### src/rtl/rabbit_pkg.sv
// Shared constants and types for the Rabbit counter-system stages
// (forward update and rewind).
package rabbit_pkg;

  localparam int unsigned LIMB_W    = 32;
  localparam int unsigned N_LIMBS   = 8;
  localparam int unsigned MAX_STEPS = 16;

  // Counter increment constants; entry j is added to limb C_j.
  localparam logic [LIMB_W-1:0] A_CONST [N_LIMBS] = '{
    32'h4D34D34D, 32'hD34D34D3, 32'h34D34D34, 32'h4D34D34D,
    32'hD34D34D3, 32'h34D34D34, 32'h4D34D34D, 32'hD34D34D3
  };

  typedef enum logic [1:0] {
    RW_IDLE,
    RW_SUB,
    RW_FIN
  } rw_state_e;

endpackage

### src/rtl/rabbit_limb_sub.sv
// Combinational single-limb subtractor with borrow-in and borrow-out.
module rabbit_limb_sub
  import rabbit_pkg::*;
(
  input  logic [LIMB_W-1:0] a_i,
  input  logic [LIMB_W-1:0] b_i,
  input  logic              bin_i,
  output logic [LIMB_W-1:0] d_o,
  output logic              bout_o
);

  logic [LIMB_W:0] diff;

  // One extra bit catches the borrow out of the limb.
  always_comb begin
    diff   = {1'b0, a_i} - {1'b0, b_i} - {{LIMB_W{1'b0}}, bin_i};
    d_o    = diff[LIMB_W-1:0];
    bout_o = diff[LIMB_W];
  end

endmodule

### src/rtl/rabbit_counter_rewind.sv
// Rewinds the Rabbit counter system by 1..MAX_STEPS forward iterations,
// one 32-bit limb per cycle, checking each step's final borrow against
// the supplied carry history.
module rabbit_counter_rewind
  import rabbit_pkg::*;
#(
  parameter int unsigned MAX_STEPS = rabbit_pkg::MAX_STEPS
)(
  input  logic                        clk,
  input  logic                        rst,
  input  logic                        start,
  input  logic [4:0]                  steps,
  input  logic [LIMB_W*N_LIMBS-1:0]   counter_in,
  input  logic                        carry_in,
  input  logic [MAX_STEPS-1:0]        carry_hist,
  output logic                        busy,
  output logic                        done,
  output logic [LIMB_W*N_LIMBS-1:0]   counter_out,
  output logic                        carry_out,
  output logic                        err
);

  localparam int unsigned STATE_W = LIMB_W * N_LIMBS;
  localparam int unsigned KW      = (MAX_STEPS > 1) ? $clog2(MAX_STEPS) : 1;
  localparam logic [4:0]  STEP_MAX = 5'(MAX_STEPS);
  localparam logic [2:0]  LAST_J   = 3'(N_LIMBS - 1);

  rw_state_e              state_q, state_d;
  logic [2:0]             j_q, j_d;
  logic [4:0]             k_q, k_d;
  logic [4:0]             steps_q, steps_d;
  logic [MAX_STEPS-1:0]   hist_q, hist_d;
  logic                   carry_q, carry_d;
  logic [STATE_W-1:0]     work_q, work_d;
  logic                   borrow_q, borrow_d;
  logic                   err_q, err_d;
  logic [STATE_W-1:0]     cnt_out_q, cnt_out_d;
  logic                   cout_q, cout_d;

  logic [4:0]             steps_clamped;
  logic [4:0]             k_m1, s_m1;
  logic                   bin;
  logic [LIMB_W-1:0]      limb_d;
  logic                   limb_bout;
  logic                   exp_carry;
  logic [STATE_W-1:0]     work_rot;

  // Head limb of the rotating work register goes through the subtractor;
  // the first limb of each step takes its borrow from the carry history.
  always_comb begin
    k_m1 = k_q - 5'd1;
    s_m1 = steps_q - 5'd1;
    bin  = (j_q == 3'd0) ? hist_q[k_q[KW-1:0]] : borrow_q;
  end

  rabbit_limb_sub u_sub (
    .a_i    (work_q[LIMB_W-1:0]),
    .b_i    (A_CONST[j_q]),
    .bin_i  (bin),
    .d_o    (limb_d),
    .bout_o (limb_bout)
  );

  // Next-state logic: accept, limb/step sequencing, carry check, result capture.
  always_comb begin
    state_d   = state_q;
    j_d       = j_q;
    k_d       = k_q;
    steps_d   = steps_q;
    hist_d    = hist_q;
    carry_d   = carry_q;
    work_d    = work_q;
    borrow_d  = borrow_q;
    err_d     = err_q;
    cnt_out_d = cnt_out_q;
    cout_d    = cout_q;

    steps_clamped = (steps > STEP_MAX) ? STEP_MAX : steps;
    work_rot      = {limb_d, work_q[STATE_W-1:LIMB_W]};
    exp_carry     = (k_q == 5'd0) ? carry_q : hist_q[k_m1[KW-1:0]];

    unique case (state_q)
      RW_IDLE: begin
        if (start) begin
          steps_d = steps_clamped;
          hist_d  = carry_hist;
          carry_d = carry_in;
          work_d  = counter_in;
          err_d   = 1'b0;
          j_d     = 3'd0;
          k_d     = 5'd0;
          if (steps_clamped == 5'd0) begin
            cnt_out_d = counter_in;
            cout_d    = carry_in;
            state_d   = RW_FIN;
          end else begin
            state_d   = RW_SUB;
          end
        end
      end
      RW_SUB: begin
        // After N_LIMBS rotations the register is back in limb order.
        work_d   = work_rot;
        borrow_d = limb_bout;
        j_d      = j_q + 3'd1;
        if (j_q == LAST_J) begin
          if (limb_bout != exp_carry) err_d = 1'b1;
          if (k_q == s_m1) begin
            cnt_out_d = work_rot;
            cout_d    = hist_q[s_m1[KW-1:0]];
            state_d   = RW_FIN;
          end else begin
            k_d = k_q + 5'd1;
          end
        end
      end
      RW_FIN: begin
        state_d = RW_IDLE;
      end
      default: state_d = RW_IDLE;
    endcase
  end

  // State and datapath registers with synchronous reset.
  always_ff @(posedge clk) begin
    if (rst) begin
      state_q   <= RW_IDLE;
      j_q       <= '0;
      k_q       <= '0;
      steps_q   <= '0;
      hist_q    <= '0;
      carry_q   <= 1'b0;
      work_q    <= '0;
      borrow_q  <= 1'b0;
      err_q     <= 1'b0;
      cnt_out_q <= '0;
      cout_q    <= 1'b0;
    end else begin
      state_q   <= state_d;
      j_q       <= j_d;
      k_q       <= k_d;
      steps_q   <= steps_d;
      hist_q    <= hist_d;
      carry_q   <= carry_d;
      work_q    <= work_d;
      borrow_q  <= borrow_d;
      err_q     <= err_d;
      cnt_out_q <= cnt_out_d;
      cout_q    <= cout_d;
    end
  end

  // Handshake decoded from state; results driven from held registers.
  always_comb begin
    busy        = (state_q == RW_SUB);
    done        = (state_q == RW_FIN);
    counter_out = cnt_out_q;
    carry_out   = cout_q;
    err         = err_q;
  end

endmodule

### config.mk
export PLATFORM = sky130hd
export DESIGN_NAME = rabbit_counter_rewind
export DESIGN_NICKNAME = d
export VERILOG_FILES = /design/src/rtl/rabbit_pkg.sv /design/src/rtl/rabbit_limb_sub.sv /design/src/rtl/rabbit_counter_rewind.sv
export SDC_FILE = /design/constraint.sdc
export NUM_CORES = 1
export LEC_CHECK = 0
export CORE_ASPECT_RATIO = 1.75
export CORE_MARGIN = 1.5
export CORE_UTILIZATION = 30
export CTS_BUF_LIST = sky130_fd_sc_hd__clkbuf_4
export CTS_CLUSTER_DIAMETER = 50
export CTS_CLUSTER_SIZE = 12
export DETAILED_ROUTE_END_ITERATION = 7
export PLACE_DENSITY = 0.55
export SLEW_MARGIN = 20
export SYNTH_ARGS = -nofsm -noshare
export SYNTH_HDL_FRONTEND = slang
export SYNTH_SLANG_ARGS = --single-unit
### constraint.sdc
create_clock -name clk -period 5.2 [get_ports clk]
set_clock_uncertainty 0.2 [all_clocks]
set_input_delay 0.78 -clock clk [delete_from_list [all_inputs] [get_ports clk]]
set_output_delay 0.78 -clock clk [all_outputs]
set_load 0.1 [all_outputs]
# --- After elaboration in Yosys (flattened, before gate mapping) ---
# Memory sizes are Yosys's and may differ from the RTL's.
# Cells that the tools add are included.
# Widths: inputs -> output; s select.
totals:
  ff_bits: 547
  romBits: 256
  inputBits: 281
  out_inout_bits: 260
  wordCells: 84
  memories: 1
classes:
  add_sub_neg: 6
  magnitude_cmp: 5
  n_eq_ne: 11
  muxes: 38
  bitwise: 1
  reduce_logical: 11
memory_table:
  columns: ["memory", "depth", "width", "rd", "rd_clocked_by_memory_dff", "wr", "line", "rtl"]
  rows:
  - ["(no name shown)", 8, 32, 1, 0, 0, "rabbit_counter_rewind.sv:58", ".b_i (A_CONST[j_q]),"]
op_table:
  columns: ["cell", "count"]
  rows:
  - ["$mux 256", 5]
  - ["$pmux 256 s2", 2]
  - ["$mux 32", 2]
  - ["$sub 32x32->33", 1]
  - ["$sub 33x1->33", 1]
  - ["$mux 5", 4]
  - ["$lt 4x5->1 const B", 3]
  - ["$bmux 1 s4", 3]
  - ["$mux 1", 12]
  - ["$logic_not 5->1", 2]
  - ["$pmux 5 s2", 1]
  - ["$mux 2", 4]
  - ["$reduce_and 4->1", 2]
  - ["$ne 2x1->1 const B", 3]
  - ["$ne 2x2->1 const B", 3]
  - ["$pmux 3 s2", 1]
  - ["$add 5x1->5 const B", 1]
  - ["$eq 5x5->1", 1]
  - ["$gt 5x5->1 const B", 1]
  - ["$reduce_and 5->1", 1]
  - ["$sub 5x1->5 const B", 1]
  - ["$ge 4x4->1 const B", 1]
  - ["$not 3->4", 1]
  - ["$pmux 1 s2", 2]
  - ["other kinds (13)", 14]

# --- Logic depth before layout (Yosys ltp) ---
depth:
  depth_word: 10
  depth_mapped: 19

# --- By module ---
# Synthesis repeated with hierarchy kept, for this count alone.
unflattened:
  hier_cells: 2623
  area_unflattened_um2: 25847.3
modules_own_cells:
  columns: ["module", "instances", "cells_per_inst", "area_per_inst_um2", "seq_area_each_um2"]
  rows:
  - ["rabbit_counter_rewind", 1, 2260, 23349.9, 10950.5]
  - ["rabbit_limb_sub", 1, 363, 2497.4, 0.0]

# --- Worst setup path after synthesis ---
# Ideal clock, no wire load.
synth_path:
  path_type: "register -> register"
  from: "reg k_q[0]"
  to: "reg cnt_out_q[250] (netlist: counter_out[250])"
  setup_ps: 86
  arrival_time_ps: 5059
  t_required_ps: 4914
  slack_ps: -145
  stages_incl_launch_ff: 20
  path_buffers: 2
  synth_period_minus_slack_ps: 5345
  path_cell_list: "dfxtp_1 -> clkbuf_1 -> clkbuf_1 -> mux4_2 -> mux4_2 -> mux2_2 -> fa_1 -> inv_1 -> ha_1 -> nor2_1 -> fa_1 -> nand2_1 -> a221oi_1 -> o211a_1 -> nor2_1 -> o31a_1 -> a41oi_1 -> xnor2_1 -> mux2i_1 -> a211oi_1"
synth_between:
  elab_chain_len: 7
synth_rtl:
  columns: ["element", "line", "rtl"]
  rows:
  - ["start, declared", "rabbit_counter_rewind.sv:30", "logic [4:0] k_q, k_d;"]
  - ["start signal, assigned", "rabbit_counter_rewind.sv:141", "k_q <= k_d;"]
  - ["$bmux 1 s4", "rabbit_counter_rewind.sv:53", "bin = (j_q == 3'd0) ? hist_q[k_q[KW-1:0]] : borrow_q;"]
  - ["$mux 1 (implied by the code)", "rabbit_counter_rewind.sv:53", null]
  - ["$mux 1", "rabbit_counter_rewind.sv:53", null]
  - ["$sub 33x1->33", "rabbit_limb_sub.sv:16", "diff = {1'b0, a_i} - {1'b0, b_i} - {{LIMB_W{1'b0}}, bin_i};"]
  - ["$mux 256", "rabbit_counter_rewind.sv:108", "if (k_q == s_m1) begin"]
  - ["$mux 256", "rabbit_counter_rewind.sv:106", "if (j_q == LAST_J) begin"]
  - ["$pmux 256 s2", "rabbit_counter_rewind.sv:82", "unique case (state_q)"]
  - ["end signal, assigned", "rabbit_counter_rewind.sv:148", "cnt_out_q <= cnt_out_d;"]
  - ["end, declared", "rabbit_counter_rewind.sv:37", "logic [STATE_W-1:0] cnt_out_q, cnt_out_d;"]
# Several ways; a longest one is shown, not always the timed one. The select of a mux whose other input is x is not followed.
# A chain may end at the register's enable or synchronous reset.

# --- Worst setup path in the final report ---
layout_path:
  from: "reg k_q[0]"
  to: "reg work_q[244]"
layout_between:
  elab_chain_len: 5
layout_rtl:
  columns: ["element", "line", "rtl"]
  rows:
  - ["$bmux 1 s4", "rabbit_counter_rewind.sv:53", null]
  - ["$mux 1 (implied by the code)", "rabbit_counter_rewind.sv:53", null]
  - ["$mux 1", "rabbit_counter_rewind.sv:53", null]
  - ["$sub 33x1->33", "rabbit_limb_sub.sv:16", null]
  - ["$pmux 256 s2", "rabbit_counter_rewind.sv:82", null]
  - ["end signal, assigned", "rabbit_counter_rewind.sv:145", "work_q <= work_d;"]
  - ["end, declared", "rabbit_counter_rewind.sv:34", "logic [STATE_W-1:0] work_q, work_d;"]
# Every way passes these cells. The select of a mux whose other input is x is not followed.

==> run metrics <==
num rows 140; worst slew pin tran 1.171 ns; Hold Fails Final Rpt 0; Hold Crit Class in2reg; number of nets with antenna violations after routing 0; commonest cells in the netlist nor2_1, dfxtp_1, a211oi_1; TritonCTS clock tree built; top-count cell post-synth nor2_1; Setup CP Type reg2reg; Area after DPL 31510 um2; required time of the critical path 5.72 ns; Worst EP arrival approximately 5.5 ns; Max VDD drop approximately 0.00018 V; CP endpoint kind register; ys async rst share 0; reported max-cap violation count 0; Clock Tree Root clkbuf_4; Compound-Gate Fraction of Synth Area 0.2328; Detailed Route WL 93060 um; Worst-Skew Late Latency 0.92 ns; nets@finish 3439; launch point of the worst path k_q[0]; simple logic cell fraction of the synthesized area 0.1130; initial antenna violation count 10; PnR Total Power roughly 9.3 mW; Die ar. 85830 um2; final core utilization 0.3872; Mapped Avg Cell Area 9.536 um2; setup slack, reg-to-reg 0.23 ns; mux cell area share after synthesis 0.1070; Synth cell types 57; first-pass GRT wire length ~140000 um; Synth Flop Type dfxtp_1; RSZ-0062 raised after global routing no; port bufs 540; Final Max Slew Viols 0; Avg WL per Cell 22.29 um; Synth area leader dfxtp_1; Ports approximately 540; Starting Density 0.3029; setup violators final 0; main combinational cell family by area after synthesis compound AO/OA/AOI/OAI gates; CTS sink cnt between 500 and 600; largest net degree at the start of global routing 149; post-synthesis sequential area ratio 0.4345; DRC 0; R2R Path Start k_q[0]; post-route cell area 32210 um2; Worst Hold End hist_q[8]; hold path cells 3; worst-case clock buffer depth 3; vias per cell 4.899; Iter 0 DRT Violations 1162; R2R Path End work_q[244]; Final HPWL DP around 72000 um; CTS Buf Count between 50 and 60; Post-synth EDFFs 0; synthesis-to-layout area growth 27.81%; vias in the first global route 20320; clock slew at reported path FFs 0.12 ns; Core Region ~83000 um2; global placer's final weighted congestion 0.8513; R2R cell count 19; status finished, final reports clean; Synth warnings 0; grt total ovfl 0; Slew Limit Headroom 0.2167; syn_nets approximately 3000; share of cells above drive strength 1 0.1242; critical path peak fanout 8; Synth Register Bits 547; Die Span X 222.1 um; hold path start carry_hist[8]; Synth Instances ~2600; Leakage 12.41 nW; Synth Area in Adders 0.03783; Fmax between 200 and 250 MHz; Synth top area share 0.4345; post-synthesis cell area 25200 um2; main area contributors after synthesis dfxtp_1, a211oi_2, mux2i_1; GRT Util Overall 0.2117; pwr dens 289.1 nW/um2; startpoint types register; crit share post-route 0.9549; Final min period roughly 5.0 ns; Die H 386.4 um; Synth Area in XOR/XNOR 0.01390; DR pass1 iterations 5; total vias in the final route between 20000 and 25000; H-tree levels 2
==> cells in the final DEF, fill, tap and decap left out, types with 20 or more instances in the layout <==
master           instances
nor2_1                 559
dfxtp_1                546
clkdlybuf4s50_1        538
a211oi_1               295
mux2i_1                233
a211oi_2               203
inv_1                  107
nand2_1                 92
a21oi_1                 74
ha_1                    73
clkbuf_4                64
buf_4                   53
o21ai_0                 24
nor3_1                  22
xor2_1                  20
xnor2_1                 20
==> how the worst max path moves through the flow <==
stage / slack, ns / to
detailed placement: -0.01 / work_q[250]
floorplan: 0.003 / counter_out[250]
finish: 0.23 / work_q[244]
global route: 0.01 / counter_out[254]
CTS: 0.01 / counter_out[246]
global placement: 0.04 / err
==> what timing repair did <==
action / 4_1_cts / 5_1_grt
buffers inserted: 0 / 1
gates resized for setup: 1 / 10
pin swaps: 0 / 11
setup endpoints to repair: 10 / 20
hold buffers: 0 / 0
==> cell families (layout without fill, tap and decap cells) <==
| logic type | count (synthesis) | count (layout) |
|---|---|---|
| buf+inv | 335 | 799 |
| simple gates | 720 | 720 |
| flops | 547 | 547 |
| fa+ha+maj | 75 | 75 |
| xor+xnor | 40 | 40 |
| other cells | 0 | 3 |
| mux | 252 | 252 |
| compound gates | 674 | 674 |
==> layer usage <==
| metal | vias to the layer above | part of all wire | track usage |
|---|---|---|---|
| met1 | 9494 | 0.40 | 0.2433 |
| li1 | 10280 | - | - |
| met3 | 108 | 0.066 | 0.05430 |
| met2 | 559 | 0.51 | 0.3846 |
| met5 | - | 0.0011 | 0 |
| met4 | 16 | 0.023 | 0.05517 |
==> worst max-delay path, cell delays in order, from the launching register on <==
cell and delay [ns]:
dfxtp_2 0.36, buf_12 0.13, mux4_2 0.52, mux4_2 0.52, mux2_4 0.32, fa_1 0.52, inv_1 0.05, ha_1 0.21
nor2_2 0.11, fa_2 0.20, nand2_1 0.08, a221oi_2 0.30, o211a_1 0.22, nor2_1 0.06, o31a_1 0.30, buf_4 0.16
xnor2_1 0.21, nor2_1 0.07, a21oi_1 0.19, a211oi_1 0.10
==> power by group <==
part | total, mW | switching [mW] | internal, mW
clock network | 2.25 | 1.58 | 0.664
registers | 4.63 | 0.199 | 4.43
logic | 2.43 | 1.47 | 0.966
==> final cells by class <==
| type | instances | area [um2] |
|---|---|---|
| Fill cell | 8462 | 50990 |
| Sequential cell | 547 | 10950 |
| Tap cell | 1065 | 1333 |
| Clock buffer | 64 | 480.5 |
| Inverter | 107 | 401.6 |
| Multi-Input combinational cell | 1761 | 12770 |
| Clock inverter | 21 | 168.9 |
| Timing Repair Buffer | 607 | 6098 |
| Antenna cell | 3 | 7.507 |
==> stage by stage <==
step / instances / hold WS (ns) / setup slack, ns / setup TNS (ns)
after detailed placement: 4086 / 0.2462 / -0.01290 / -0.04482
final: 4175 / 0.2440 / 0.2344 / 0
after CTS: 4171 / 0.1028 / 0.01005 / 0
after global routing: 4174 / 0.1536 / 0.01196 / 0
after global placement: 4086 / 0.2424 / 0.03684 / 0
after floorplan: 2643 / 0.2357 / 0.003072 / 0
==> flip-flops by register name, indices dropped and copies added, names as in the netlist <==
signal,cells
steps_q,5
carry_q,1
err,1
borrow_q,1
state_q,2
work_q,256
k_q,5
carry_out,1
counter_out,256
j_q,3
hist_q,16
Power figures use the tool's default switching activity.
